===== src/rtl/fb_pkg.sv =====
// Shared types and helpers for the frame-buffer scan-out path.
//   rgb565_t   : packed RGB565 pixel as stored in the frame-buffer BRAM
//   fb_width   : frame-buffer width for a given active width and scale
//   fb_height  : frame-buffer height for a given active height and scale
//   fb_size    : pixels in one frame-buffer bank
//   expand565  : RGB565 -> RGB888 by replicating the top bits into the LSBs
package fb_pkg;

  typedef struct packed {
    logic [4:0] r;
    logic [5:0] g;
    logic [4:0] b;
  } rgb565_t;

  function automatic int fb_width(int active_h, int scale_log2);
    return active_h >> scale_log2;
  endfunction

  function automatic int fb_height(int active_v, int scale_log2);
    return active_v >> scale_log2;
  endfunction

  function automatic int fb_size(int width, int height);
    return width * height;
  endfunction

  // Replicating the MSBs maps full-scale 5/6-bit values to 8'hFF and zero to 8'h00.
  function automatic logic [23:0] expand565(rgb565_t p);
    return {p.r, p.r[4:2], p.g, p.g[5:4], p.b, p.b[4:2]};
  endfunction

endpackage


===== src/rtl/sig_delay.sv =====
// Fixed-length shift register with asynchronous active-low clear.
//   clk_pixel_in : clock
//   rst_n_in     : async reset, active low; clears every stage
//   d            : WIDTH-bit input, sampled every cycle
//   q            : d delayed by DEPTH cycles
module sig_delay #(
  parameter int WIDTH = 1,
  parameter int DEPTH = 1
) (
  input  logic             clk_pixel_in,
  input  logic             rst_n_in,
  input  logic [WIDTH-1:0] d,
  output logic [WIDTH-1:0] q
);

  logic [WIDTH-1:0] stage [DEPTH];

  always_ff @(posedge clk_pixel_in or negedge rst_n_in) begin
    if (!rst_n_in) begin
      for (int i = 0; i < DEPTH; i++) stage[i] <= '0;
    end else begin
      stage[0] <= d;
      for (int i = 1; i < DEPTH; i++) stage[i] <= stage[i-1];
    end
  end

  assign q = stage[DEPTH-1];

endmodule


===== src/rtl/fb_scan_reader.sv =====
// Scan-out reader for a double-buffered, integer-downscaled RGB565 frame buffer.
// Turns the pixel-timing stream into BRAM read addresses, expands the returned
// pixel to RGB888 and delays the timing flags so everything leaves aligned.
//   clk_pixel_in, rst_n_in        : pixel clock, async active-low reset
//   hcount_in, vcount_in          : current raster position
//   hs_in, vs_in, ad_in, nf_in    : syncs, active draw, new-frame pulse
//   swap_req_in                   : one-cycle request to flip the displayed bank
//   addr_out, rd_en_out           : BRAM read port (registered)
//   data_in                       : BRAM read data, RGB565, BRAM_LATENCY after addr_out
//   red_out, green_out, blue_out  : RGB888 colour
//   hs_out, vs_out, ad_out, nf_out: timing flags aligned with colour
//   bank_out                      : bank currently being displayed
//   swap_ack_out                  : one-cycle pulse when the bank flips
module fb_scan_reader
  import fb_pkg::*;
#(
  parameter int ACTIVE_H_PIXELS = 1280,
  parameter int ACTIVE_LINES    = 720,
  parameter int SCALE_LOG2      = 2,
  parameter int BRAM_LATENCY    = 2,
  parameter int H_WIDTH         = 11,
  parameter int V_WIDTH         = 10,
  localparam int FB_WIDTH  = fb_width(ACTIVE_H_PIXELS, SCALE_LOG2),
  localparam int FB_HEIGHT = fb_height(ACTIVE_LINES, SCALE_LOG2),
  localparam int FB_SIZE   = fb_size(FB_WIDTH, FB_HEIGHT),
  localparam int AW        = $clog2(2 * FB_SIZE)
) (
  input  logic               clk_pixel_in,
  input  logic               rst_n_in,
  input  logic [H_WIDTH-1:0] hcount_in,
  input  logic [V_WIDTH-1:0] vcount_in,
  input  logic               hs_in,
  input  logic               vs_in,
  input  logic               ad_in,
  input  logic               nf_in,
  input  logic               swap_req_in,
  output logic [AW-1:0]      addr_out,
  output logic               rd_en_out,
  input  logic [15:0]        data_in,
  output logic [7:0]         red_out,
  output logic [7:0]         green_out,
  output logic [7:0]         blue_out,
  output logic               hs_out,
  output logic               vs_out,
  output logic               ad_out,
  output logic               nf_out,
  output logic               bank_out,
  output logic               swap_ack_out
);

  localparam logic [AW-1:0]      BANK1_BASE = AW'(FB_SIZE);
  localparam logic [AW-1:0]      ROW_STEP   = AW'(FB_WIDTH);
  localparam logic [H_WIDTH-1:0] H_LAST     = H_WIDTH'(ACTIVE_H_PIXELS - 1);
  localparam logic [V_WIDTH-1:0] V_LIMIT    = V_WIDTH'(ACTIVE_LINES);

  logic [AW-1:0] row_base;
  logic          swap_pending;
  logic [AW-1:0] bank_base;
  logic [AW-1:0] col_offset;
  logic          row_done;
  logic [3:0]    flags_aligned;   // {hs, vs, ad, nf} lined up with data_in
  logic [23:0]   rgb888;

  assign bank_base  = bank_out ? BANK1_BASE : '0;
  assign col_offset = AW'(hcount_in >> SCALE_LOG2);
  // The last pixel of the last source line of each scaled row advances the row.
  assign row_done   = (hcount_in == H_LAST) && (vcount_in < V_LIMIT) &&
                      (&vcount_in[SCALE_LOG2-1:0]);
  assign rgb888     = expand565(rgb565_t'(data_in));

  // Address stage; addr_out holds through blanking.
  always_ff @(posedge clk_pixel_in or negedge rst_n_in) begin
    if (!rst_n_in) begin
      addr_out  <= '0;
      rd_en_out <= 1'b0;
      row_base  <= '0;
    end else begin
      rd_en_out <= ad_in;
      if (ad_in) addr_out <= bank_base + row_base + col_offset;
      if (nf_in)         row_base <= '0;
      else if (row_done) row_base <= row_base + ROW_STEP;
    end
  end

  // Bank flips only on the new-frame pulse so a frame is never torn.
  always_ff @(posedge clk_pixel_in or negedge rst_n_in) begin
    if (!rst_n_in) begin
      bank_out     <= 1'b0;
      swap_pending <= 1'b0;
      swap_ack_out <= 1'b0;
    end else begin
      swap_ack_out <= 1'b0;
      if (nf_in) begin
        if (swap_pending || swap_req_in) begin
          bank_out     <= ~bank_out;
          swap_ack_out <= 1'b1;
        end
        swap_pending <= 1'b0;
      end else if (swap_req_in) begin
        swap_pending <= 1'b1;
      end
    end
  end

  // Address register + BRAM latency; the output register below adds the last stage.
  sig_delay #(
    .WIDTH(4),
    .DEPTH(BRAM_LATENCY + 1)
  ) u_flag_delay (
    .clk_pixel_in(clk_pixel_in),
    .rst_n_in    (rst_n_in),
    .d           ({hs_in, vs_in, ad_in, nf_in}),
    .q           (flags_aligned)
  );

  always_ff @(posedge clk_pixel_in or negedge rst_n_in) begin
    if (!rst_n_in) begin
      {hs_out, vs_out, ad_out, nf_out}  <= '0;
      {red_out, green_out, blue_out}    <= '0;
    end else begin
      {hs_out, vs_out, ad_out, nf_out}  <= flags_aligned;
      {red_out, green_out, blue_out}    <= flags_aligned[1] ? rgb888 : 24'h0;
    end
  end

endmodule


===== config.mk =====
export PLATFORM = sky130hd
export DESIGN_NAME = fb_scan_reader
export DESIGN_NICKNAME = d
export VERILOG_FILES = /design/src/rtl/fb_pkg.sv /design/src/rtl/sig_delay.sv /design/src/rtl/fb_scan_reader.sv
export SDC_FILE = /design/constraint.sdc
export NUM_CORES = 1
export LEC_CHECK = 0
export ABC_AREA = 1
export CORE_ASPECT_RATIO = 1.75
export CORE_UTILIZATION = 51
export DETAILED_ROUTE_END_ITERATION = 12
export HOLD_SLACK_MARGIN = 0.12
export PLACE_DENSITY = 0.85
export SLEW_MARGIN = 20
export SYNTH_ARGS = -nofsm -noshare
export SYNTH_HDL_FRONTEND = slang
export SYNTH_HIERARCHICAL = 1
export SYNTH_SLANG_ARGS = --single-unit

===== constraint.sdc =====
create_clock -name clk_pixel_in -period 6.01 [get_ports clk_pixel_in]
set_input_delay 1.5025 -clock clk_pixel_in [delete_from_list [all_inputs] [get_ports clk_pixel_in]]
set_output_delay 1.5025 -clock clk_pixel_in [all_outputs]
set_load 0.01 [all_outputs]

==> impl_metrics.toml <==
[synth]
synth-xor-area-share = 0.02226
synth_adder_area_share = 0.05803
synth_area_um2 = 3148
yosys.area_share.simple = 0.2611
synth.avg_cell_area_um2 = 8.440
synthMuxAreaShare = 0
ys_warn_count = 6
synth_compound_area_frac = 0.04889
syn_inst = 373
synth_cell_types = 29
synth_top_family_by_area = "simple AND/OR/NAND/NOR gates"
synth_seq_cells = 64
ys_seq_area_frac = 0.5087
synth_nets = 431

[sta]
worst_pin_slew_ns = 0.7695
fin_crit_sh = 0.5893
fmax_mhz = 282.4
setup_viol = 0
tns_ns = 0
skew_ns = 0.006161
fin_crit_ns = 3.541
rsz0062_at_grt = "false"
slew_viol_final = 0
max_slew_margin = 0.4870
hold_viol = 0

[clocking]
cts_htree_levels = 3
cts_resized = 0
cts_buffers = 9
clock_sinks = 64
clkLatencyLatePin_ns = 0.34
tritoncts = "yes"
cts_hold_buf = 0
post_cts_buffers = 0
clockBufferDepth = 2
clk_pin_slew_ns = 0.07
cts_root_buf = "clkbuf_8"

[finish]
layout.filler_cells = 475
post-route-util = 0.7147
fin_area_um2 = 4235
final_nets = 511
n_antenna_cell = 0
area_delta_synth_final_pct = 34.54
drive_above_1_share = 0.06550

[routing]
drtPass1Iterations = 5
ant_nets = 0
drt_iter0_drc = 92
viasPerCell = 4.961
wl_per_cell_um = 13.49
drt-total-wl_um = 7232
vias = 2659
drc_errors = 0

[min_path]
hold_path_class = "reg2reg"

[worst_setup_path]
setup.worst_path.start = "hcount_in[10]"
reg2reg_depth = 11
crit_type = "in2reg"
critPathSlowestCell = "fa_1"
cpMostUsedCell = "nand2_1"
crit_path_start_kind = "input port"
worstPathCellList = "clkdlybuf4s50_1, inv_1, fa_1, inv_1, ha_1, nand2_1, inv_1, a21oi_1, nand2_1, nand2_1, nand2_1, o21ai_0"
crit_arrival_ns = 3.80
worstPathRequired_ns = 6.27
critPathBufInv = 4
crit_end = "addr_out[10]"
path_depth = 12
r2r-end = "addr_out[10]"
worst_path_dominant_cell_family = "adder cells"
r2r_slack_ns = 3.59
crit_fanout = 6
end_kind = "flip-flop"
r2r-start = "bank_out"
cpPeakStageDelay_ns = 0.53

[pwr]
power.leakage_nw = 2.104
ir_drop_v = 0.0001802
power_density_nw_per_um2 = 275.6
p_total_mw = 1.167

[floorplanning]
rows = 37
initial_core_util = 0.5312
fp.dieH_um = 105.9
ios = 92
coreArea_um2 = 5926
dieArea_um2 = 6503
die_w_um = 61.39

[place]
place_congestion = 0.9171
hpwl_um = 5267
port-buffer-count = 89
placed_area_um2 = 4005

[job]
cap_violations = 0

[global_routing]
grt_pass1_vias = 2655
grt_overflow = 0
grt_first_pass_wirelength_um = 11720
grt_usage = 0.2504
grt_max_degree = 65
antenna_found_initial = 0

[status]
outcome = "complete, no violations"
[through the flow]
stage | setup WS [ns] | cells | hold slack (ns)
after floorplan | 2.905 | 373 | 0.3312
after global placement | 2.229 | 520 | 0.3323
after detailed placement | 2.160 | 520 | 0.3371
after CTS | 2.501 | 536 | 0.3539
after global routing | 2.313 | 536 | 0.3570
final | 2.469 | 536 | 0.3504
[cells by family after synthesis]
group / Yosys count
xor gates and xnor gates: 8
adders and majority gates: 14
DFF: 64
and+or+nand+nor: 192
other: 1
AOI/OAI and AO/OA: 25
buffers and inverters: 69
[report_power, final]
group	internal (mW)	total (mW)	switching, mW
registers	0.468	0.496	0.0281
logic	0.128	0.253	0.126
clock network	0.246	0.418	0.172
[cells in the mapped netlist]
cell	instances	share of area
xor2_1	3	0.0083
nor2_1	25	0.030
o21ai_2	4	0.011
buf_2	2	0.0032
ha_1	13	0.052
clkbuf_1	6	0.0072
nor3_2	1	0.0032
o21bai_1	2	0.0048
nand4_1	7	0.014
a31o_2	1	0.0028
conb_1	1	0.0012
buf_6	1	0.0036
nor3_1	1	0.0016
nand3b_1	5	0.012
o21ai_0	11	0.017
a21oi_1	4	0.0064
o211ai_1	1	0.0024
nand2_2	1	0.0020
nand2_1	121	0.14
fa_1	1	0.0064
xnor2_1	5	0.014
inv_1	47	0.056
a31oi_1	2	0.0040
buf_4	12	0.029
nand3_1	26	0.041
dfrtp_1	64	0.51
nor2_4	2	0.0072
clkinv_1	1	0.0012
or2_2	3	0.0060
[area by class of cell]
type	count	area (um^2)	share of cell area
multi-input cells	240	1232	0.2910
clock buffers	10	137.6	0.03250
clock inverters	6	92.59	0.02186
inverters	48	180.2	0.04254
well taps	78	97.59	0.02304
repair buffers	90	893.4	0.2109
flip-flops and latches	64	1602	0.3781
[sequential cells by signal, indices dropped and copies added, names as in the netlist]
name	cells
u_flag_delay/q	4
addr_out	17
ad_out	1
swap_pending	1
red_out	5
rd_en_out	1
vs_out	1
green_out	6
nf_out	1
hs_out	1
blue_out	5
row_base	11
swap_ack_out	1
u_flag_delay/stage	8
bank_out	1
[worst min path at each step]
| stage | cells after the start | startpoint | to |
|---|---|---|---|
| floorplan | 0 | u_flag_delay/stage[4] | u_flag_delay/q[0] |
| global placement | 0 | u_flag_delay/stage[8] | u_flag_delay/stage[4] |
| detailed placement | 0 | u_flag_delay/stage[6] | u_flag_delay/q[2] |
| CTS | 0 | u_flag_delay/stage[11] | u_flag_delay/stage[7] |
| global route | 0 | u_flag_delay/stage[6] | u_flag_delay/q[2] |
| finish | 0 | u_flag_delay/stage[6] | u_flag_delay/q[2] |
[layer usage]
layer | vias to the layer above | track usage | wire (um)
li1 | 1308 | - | -
met1 | 1232 | 0.2482 | 2601
met2 | 98 | 0.4301 | 3916
met3 | 21 | 0.06813 | 468
met4 | 0 | 0.1667 | 244
met5 | - | 0 | 0
[layout by cell type (no fill, tap or decap), types with 4 or more instances in the layout]
master	synthesis	routed
o21ai_2	4	4
nor2_1	25	25
o21ai_0	11	11
nand3b_1	5	5
xnor2_1	5	5
nand3_1	26	26
clkbuf_8	0	10
clkdlybuf4s50_1	0	88
inv_1	47	47
dfrtp_1	64	64
a21oi_1	4	4
nand2_1	121	121
nand4_1	7	7
ha_1	13	13
[worst register-to-register path, delay by kind of cell, from the launching register on]
kind	cells	cell delay, ns
AO/OA/AOI/OAI	2	0.33
adder cells (fa/ha/maj)	2	0.85
AND/OR/NAND/NOR	4	0.44
flip-flops	1	0.50
buffers and inverters	3	0.21
Note: power is estimated with default switching activity, not from simulation.
